## config.mk

```make
export PLATFORM = sky130hd
export DESIGN_NAME = rf_wb_arbiter
export DESIGN_NICKNAME = d
export VERILOG_FILES = /design/src/rtl/rf_pkg.sv /design/src/rtl/rr_arbiter.sv /design/src/rtl/rf_wb_arbiter.sv
export SDC_FILE = /design/constraint.sdc
export NUM_CORES = 1
export LEC_CHECK = 0
export CORE_MARGIN = 10
export CORE_UTILIZATION = 45
export DETAILED_ROUTE_END_ITERATION = 10
export PLACE_DENSITY_LB_ADDON = 0.08
export SKIP_LAST_GASP = 1
export SYNTH_ARGS = -nofsm -noshare
export SYNTH_HDL_FRONTEND = slang
export SYNTH_SLANG_ARGS = --single-unit
```

## constraint.sdc

```tcl
create_clock -name clk -period 2.84 [get_ports clk]
set_input_delay 0.284 -clock clk [delete_from_list [all_inputs] [get_ports clk]]
set_output_delay 0.284 -clock clk [all_outputs]
set_load 0.01 [all_outputs]
```

## src/rtl/rf_pkg.sv

```systemverilog
// Shared register-file constants and writeback requester indices.
package rf_pkg;
   localparam int RF_DW   = 16;
   localparam int RF_AW   = 3;
   localparam int RF_NREG = 8;
   localparam int RF_NREQ = 3;
   localparam int RF_CW   = 2;

   localparam int REQ_ALU = 0;
   localparam int REQ_MEM = 1;
   localparam int REQ_IO  = 2;
endpackage

```

## src/rtl/rr_arbiter.sv

```systemverilog
// NREQ-wide grant logic: round-robin with a rotating pointer, or fixed
// lowest-index priority when RF_WB_FIXED_PRIO_EN is defined.
module rr_arbiter #(
   parameter int NREQ = 3
) (
   input  logic            clk,
   input  logic            rst_n,
   input  logic            hold,
   input  logic [NREQ-1:0] valid,
   output logic [NREQ-1:0] grant
);
   localparam int PW = (NREQ > 1) ? $clog2(NREQ) : 1;

   logic found;

`ifdef RF_WB_FIXED_PRIO_EN
   logic unused_clk_rst;
   assign unused_clk_rst = clk ^ rst_n;

   always_comb begin
      grant = '0;
      found = 1'b0;
      for (int i = 0; i < NREQ; i++) begin
         if (!found && !hold && valid[i]) begin
            grant[i] = 1'b1;
            found    = 1'b1;
         end
      end
   end
`else
   logic [PW-1:0] ptr;
   logic [PW-1:0] ptr_nxt;
   logic [PW-1:0] idx;

   function automatic int wrap(input int a);
      return (a >= NREQ) ? a - NREQ : a;
   endfunction

   // Scan from ptr upward; the winner's successor becomes the next pointer.
   always_comb begin
      grant   = '0;
      found   = 1'b0;
      ptr_nxt = ptr;
      idx     = '0;
      for (int k = 0; k < NREQ; k++) begin
         idx = PW'(wrap(int'(ptr) + k));
         if (!found && !hold && valid[idx]) begin
            grant[idx] = 1'b1;
            found      = 1'b1;
            ptr_nxt    = PW'(wrap(int'(ptr) + k + 1));
         end
      end
   end

   always_ff @(posedge clk) begin
      if (!rst_n) ptr <= '0;
      else        ptr <= ptr_nxt;
   end
`endif
endmodule

```

## src/rtl/rf_wb_arbiter.sv

```systemverilog
// Register-bank write-port arbiter with registered write stage and pending
// write scoreboard. RF_WB_FIXED_PRIO_EN selects fixed priority over round-robin.
module rf_wb_arbiter
   import rf_pkg::*;
#(
   parameter int NREQ = RF_NREQ,
   parameter int DW   = RF_DW,
   parameter int AW   = RF_AW,
   parameter int CW   = RF_CW
) (
   input  logic               clk,
   input  logic               rst_n,
   input  logic               wb_hold,
   input  logic [NREQ-1:0]    req_valid,
   output logic [NREQ-1:0]    req_ready,
   input  logic [NREQ*AW-1:0] req_rd,
   input  logic [NREQ*DW-1:0] req_data,
   input  logic               rsv_valid,
   input  logic [AW-1:0]      rsv_rd,
   output logic               rf_wr_en,
   output logic [AW-1:0]      rf_rd,
   output logic [DW-1:0]      rf_data_in,
   output logic [(1<<AW)-1:0] busy,
   output logic               sb_err
);
   localparam int NREG = 1 << AW;

   logic [AW-1:0] sel_rd;
   logic [DW-1:0] sel_data;
   logic          xfer;
   logic [CW-1:0] cnt     [NREG];
   logic [CW-1:0] cnt_nxt [NREG];
   logic          err_nxt;

   rr_arbiter #(.NREQ(NREQ)) u_arb (
      .clk   (clk),
      .rst_n (rst_n),
      .hold  (wb_hold),
      .valid (req_valid),
      .grant (req_ready)
   );

   always_comb begin
      sel_rd   = '0;
      sel_data = '0;
      for (int i = 0; i < NREQ; i++) begin
         if (req_ready[i]) begin
            sel_rd   = req_rd[i*AW +: AW];
            sel_data = req_data[i*DW +: DW];
         end
      end
   end

   assign xfer = |(req_valid & req_ready);

   // Address and data hold their last value when no write is in flight.
   always_ff @(posedge clk) begin
      if (!rst_n) begin
         rf_wr_en   <= 1'b0;
         rf_rd      <= '0;
         rf_data_in <= '0;
      end else begin
         rf_wr_en <= xfer;
         if (xfer) begin
            rf_rd      <= sel_rd;
            rf_data_in <= sel_data;
         end
      end
   end

   // Saturating pending counters; a simultaneous reserve and commit cancel.
   always_comb begin
      err_nxt = sb_err;
      for (int r = 0; r < NREG; r++) begin
         cnt_nxt[r] = cnt[r];
         case ({rsv_valid && (rsv_rd == AW'(r)), rf_wr_en && (rf_rd == AW'(r))})
            2'b10: begin
               if (cnt[r] == {CW{1'b1}}) err_nxt = 1'b1;
               else                      cnt_nxt[r] = cnt[r] + CW'(1);
            end
            2'b01: begin
               if (cnt[r] == '0) err_nxt = 1'b1;
               else              cnt_nxt[r] = cnt[r] - CW'(1);
            end
            default: cnt_nxt[r] = cnt[r];
         endcase
      end
   end

   always_ff @(posedge clk) begin
      if (!rst_n) begin
         for (int r = 0; r < NREG; r++) cnt[r] <= '0;
         sb_err <= 1'b0;
      end else begin
         for (int r = 0; r < NREG; r++) cnt[r] <= cnt_nxt[r];
         sb_err <= err_nxt;
      end
   end

   always_comb begin
      for (int r = 0; r < NREG; r++) busy[r] = |cnt[r];
   end
endmodule

```

* Word level (Yosys, flattened, before mapping)
Memories as Yosys holds them, arrays and structs flattened. Index checks and enable logic that the tools add are counted.
Word-level totals: flip-flop bits (word level) 23, bits in latches 0, RAM bits 16, memory bits (read-only) 0, bits of input ports 67, output and inout port bits 32, logic and storage cells 227, memories 1
Operators by class: $add $sub $neg 25, $mul 0, div/mod/pow operators 0, $lt $le $gt $ge 11, eq/ne operators 38, shift operators 0, muxes and demuxes 89, bitwise gates (word level) 11, reduce and logical (&&, ||, !) cells 47
Memories:
- cnt | words 8, bits a word 2, read ports 8, clocked after memory_dff 0, write ports 8, RTL line rf_wb_arbiter.sv:31 | logic [CW-1:0] cnt [NREG];
Operators by type and width (count):
- $ge 32x3->1 const B | 2
- $mux 2 | 32
- $mux 16 | 3
- $eq 2x2->1 const B | 16
- $pmux 2 s2 | 8
- $mux 1 | 26
- $eq 3x3->1 const B | 8
- $logic_and 1x1->1 | 24
- $sub 2x1->2 const B | 11
- $mux 3 | 6
- $add 2x1->2 const B | 8
- $eq 2x1->1 const B | 8
- $logic_not 2->1 | 8
- $pmux 1 s2 | 8
- $reduce_or 2->1 | 8
- $eq 3x2->1 const B | 4
- $lt 2x3->1 const B | 3
- $add 3x1->4 const B | 2
- $or 1x1->1 | 8
- $bmux 1 s2 | 3
- $demux 1 s2 | 3
- $eq 3x1->1 const B | 2
- $ge 2x1->1 const B | 3
- $ge 3x2->1 const B | 2
- other kinds (10) | 15

* Longest topological paths before layout
Gate-level depths: netlist (run 1).
word-level depth 18, gate-level depth with buffers 11, gate-level depth less buffers 9

* Cells and area by module
From an unflattened synthesis (run 1), not the netlist that was laid out.
Second synthesis, totals: cell total of the unflattened synthesis 354, area total of the unflattened synthesis 2882.8 um^2
By module, submodules not included:
- rf_wb_arbiter | times used 1, cells an instance 312, area an instance 2534.9 um^2, sequential area each 740.7 um^2
- rr_arbiter | times used 1, cells an instance 42, area an instance 347.8 um^2, sequential area each 40.0 um^2

* Least setup slack after synthesis (run 1)
No wires, ideal clock.
kind register -> register, start register u_arb.ptr[0], end register rf_data_in[10], setup time 0.131 ns, arrival 2.387 ns, required time 2.709 ns, setup slack 0.322 ns, cell stages (with the launch flop) 11, path buffers 3, clock period less this slack 2.518 ns, cell sequence dfxtp_1 > inv_1 > ha_1 > buf_2 > mux2_4 > a311oi_4 > o22ai_2 > buf_6 > buf_6 > o2111ai_1 > o221ai_2
Between the ends: word-level cells in the longest chain between the ends 17, elaborated cells on any way between the ends 51, classes of those cells add/sub (5); order compare (9); mux (23); bitwise (3); reduce/logical (11)
Ends and longest elaborated chain:
- start: declaration | RTL line rr_arbiter.sv:31 | logic [PW-1:0] ptr;
- start signal: assignment | RTL line rr_arbiter.sv:57 | else ptr <= ptr_nxt;
- branches (longest 13 deep; another with $add 2x1->3)
- $mux 3 (*) | RTL line rr_arbiter.sv:47 | if (!found && !hold && valid[idx]) begin
- $mux 16 (3 in a row) | RTL line rf_wb_arbiter.sv:47 | if (req_ready[i]) begin
- end signal: assignment | RTL line rf_wb_arbiter.sv:66 | rf_data_in <= sel_data;
- end: declaration | RTL line rf_wb_arbiter.sv:22 | output logic [DW-1:0] rf_data_in,
Mark *: on every way between the ends. The select of a mux whose other input is x is not followed. A chain may end at the register's enable or synchronous reset.

* Worst setup path after layout (run 1)
start register u_arb.ptr[0], end output port req_ready[0]
Between the ends: word-level cells in the longest chain between the ends 14, elaborated cells on any way between the ends 46, classes of those cells add/sub (5); order compare (9); mux (20); bitwise (2); reduce/logical (10)
Ends and longest elaborated chain:
- branches (longest 13 deep; another with $add 2x1->3)
- $mux 3 (*) | RTL line rr_arbiter.sv:47
- end: declaration | RTL line rf_wb_arbiter.sv:15 | output logic [NREQ-1:0] req_ready,
Marks and branches as above.

==> run_results.csv, run 1 <==
group,metric,value,unit
outcome,status,"complete, no violations",
clock_tree,clock_latency,0.30,ns
detailed_routing,first_iter_violations,96,
detailed_routing,viasPerCell,5.57,
synthesis,ys_seq_elements,39,
sta,setup-tns-final,0,ns
cells_and_area,syn_to_final_growth,40.1,%
global_route,grt_pass1_wl,16900,um
cells_and_area,mostFrequentLayoutCell,"clkdlybuf4s50_1",
worst_hold_path,hold_start,"rf_data_in[13]$_SDFFE_PN0P_",
synthesis,synth_nets,512,
synthesis,synth_flop_cell,"dfxtp_1",
synthesis,seq_area_frac_synth,23.2,%
detailed_routing,vias,3479,
floorplan,die_area,11300,sq um
cells_and_area,diodes,0,
floorplan,start_util,46.5,%
synthesis,synth_edf_count,0,
clock_tree,clk_pin_slew_worst_paths,0.08,ns
global_route,antenna_found_initial,0,
global_route,grt_usage,17.8,%
setup_path,setup.worst_path.start_class,"register",
synthesis,avgSynthCellArea,7.95,sq um
cells_and_area,multiInputGateArea,2370,sq um
global_route,grt_pass1_vias,3597,
global_route,grt_max_degree,43,
placement,dp_hpwl,7890,um
setup_path,endpoint_kind,"output port",
pwr,vdd_drop_max,0.317,mV
cells_and_area,nNetsFinal,613,
job,cap_violations,0,
detailed_routing,drtAntennaViolNets,0,
sta,final-hold-violation-count,0,
clock_tree,cts_tree,"yes",
cells_and_area,nFillCells,656,
clock_tree,root_buffer,"clkbuf_8",
worst_hold_path,min_path_type,"register to register",
floorplan,rows,31,
clock_tree,cts_num_sinks,39,
setup_path,crit_fanout,11,
sta,post-route-min-period,2.70,ns
floorplan,coreArea,7250,sq um
sta,finalSetupViolCount,0,
sta,max_freq,370,MHz
setup_path,crit_required,2.56,ns
synthesis,synthArstFlopShare,0,%
sta,drv_slew,0,
sta,slew-limit-headroom,72.8,%
setup_path,critical_path_arrival,2.42,ns
setup_path,crit_type,"register to output port",
synthesis,netlist_area,3370,sq um
placement,io_buffers,98,
floorplan,num_io_pins,99,
detailed_routing,wire_per_inst,16.4,um
clock_tree,max-clock-path-buffers,2,
clock_tree,cts_made_buffers,5,
placement,globalplace.congestion,0.840,
synthesis,yosys_warnings,0,
cells_and_area,drive_gt1_share,12.9,%
clock_tree,hold_buffers,0,
detailed_routing,drt_pass1_iterations,4,
global_route,grt_overflow,0,
cells_and_area,final_cell_area,4720,sq um
detailed_routing,routed_wl,10300,um
floorplan,die_width,107,um
clock_tree,htreeDepth,2,
synthesis,ys_types,50,
placement,place_area,4560,sq um
setup_path,crit-reg2reg-launch,"u_arb.ptr[1]$_SDFFE_PN0P_",
synthesis,postSynthCellCount,424,
sta,finalCritPeriodShare,95.2,%
cells_and_area,regArea,781,sq um
pwr,leakagePower,1.75,nW
setup_path,startpoint,"u_arb.ptr[0]$_SDFFE_PN0P_",
sta,tightest_slew,0.408,ns
detailed_routing,drc_errors,0,
cells_and_area,layout_common_cells,"95 x clkdlybuf4s50_1, 44 x inv_1, 39 x dfxtp_1",
sta,finalClockSkew,0.00802,ns
pwr,p_per_area,421,nW/um^2
floorplan,die_h,107,um
## critical path: stages, from the launching register on
cell	delay [ns]
dfxtp_1	0.38
inv_1	0.12
ha_1	0.34
buf_4	0.19
and3b_1	0.20
a32o_1	0.25
a31oi_4	0.25
a21oi_1	0.09
dlygate4sd2_1	0.30
## state kept, by name, summed over array words and instances, names as in the netlist
signal      flops
cnt            16
rf_data_in     16
rf_rd           3
u_arb.ptr       2
rf_wr_en        1
sb_err          1
## power breakdown
group / internal (W) / total [W] / switching (W)
Clock: 0.000172 / 0.000390 / 0.000218
Combinational: 0.000457 / 0.000973 / 0.000517
Sequential: 0.000591 / 0.000623 / 0.0000323
## cells by family (layout without fill, tap and decap cells)
kind of cell               Yosys count  in the layout  share of synthesized area [%]
AOI/OAI and AO/OA                  125            125                           30.4
adders and majority gates           21             21                           7.80
and+or+nand+nor                    138            138                           20.4
muxes                               26             26                           8.06
xor gates and xnor gates             4              4                           1.04
buffers and inverters               71            173                           9.17
DFF                                 39             39                           23.2
## cell type report
class,instances,area share [%]
multi-input cells,314,50.2
repair buffers,121,25.3
flip-flops and latches,39,16.5
inverters,44,3.50
well taps,99,2.62
clock buffers,6,1.54
clock inverters,2,0.265
## metal layers
layer	GRT usage, %	part of all wire [%]
met1	19.8	42
met2	31.1	48
met3	6.82	7.8
met4	4.84	1.4
met5	0	0
## through the flow
stage / total power [W] / cells / util [%] / hold WS, ns / setup WS [ns]
floorplan: 0.00118 / 424 / - / 0.453 / 0.322
global placement: 0.00156 / 616 / 62.8 / 0.502 / 0.142
detailed placement: 0.00157 / 616 / 62.8 / 0.512 / 0.115
CTS: 0.00198 / 624 / 64.4 / 0.522 / -0.114
global route: 0.00210 / 625 / 65.1 / 0.543 / -0.0156
finish: 0.00199 / 625 / 65.1 / 0.520 / 0.135
## what timing repair did
action	4_1_cts	5_1_grt
setup endpoints to repair	3	23
gates resized for setup	7	9
setup buffers	0	1
pin swaps	0	2
## worst paths after layout
check,end,slack (ns),cells past startpoint
setup / recovery,req_ready[0],0.14,8
hold / removal,rf_data_in[13]$_SDFFE_PN0P_,0.52,2
setup reg to reg,rf_data_in[9]$_SDFFE_PN0P_,0.16,9
hold reg to reg,rf_data_in[13]$_SDFFE_PN0P_,0.52,2
## synth_stat cells, drive strengths merged, types with 2 or more instances
master | count | area [sq um]
o22ai | 4 | 31.3
a22oi | 6 | 45.0
inv | 44 | 165
a21boi | 3 | 22.5
dfxtp | 39 | 781
clkbuf | 15 | 56.3
nor2 | 36 | 135
o32ai | 2 | 17.5
ha | 21 | 263
xnor2 | 4 | 35.0
a21oi | 26 | 130
o2111ai | 19 | 166
nand2b | 24 | 150
a211oi | 22 | 170
nand3 | 6 | 30.0
a31oi | 2 | 12.5
nand4 | 2 | 12.5
or2 | 9 | 56.3
o21ai | 9 | 45.0
mux2 | 6 | 71.3
nor3 | 6 | 30.0
nor2b | 17 | 106
o221ai | 21 | 264
a221oi | 2 | 17.5
buf | 12 | 87.6
and2 | 2 | 12.5
nor4 | 2 | 12.5
nand2 | 31 | 116
mux2i | 20 | 200
(Power assumes the default switching activity.)
==> run 2, diff against run 1 <==
- GPL_ROUTABILITY_DRIVEN: unset -> 1
==> results of run 2 <==
The final DEF is identical to that of run 1; final timing and power are the same.
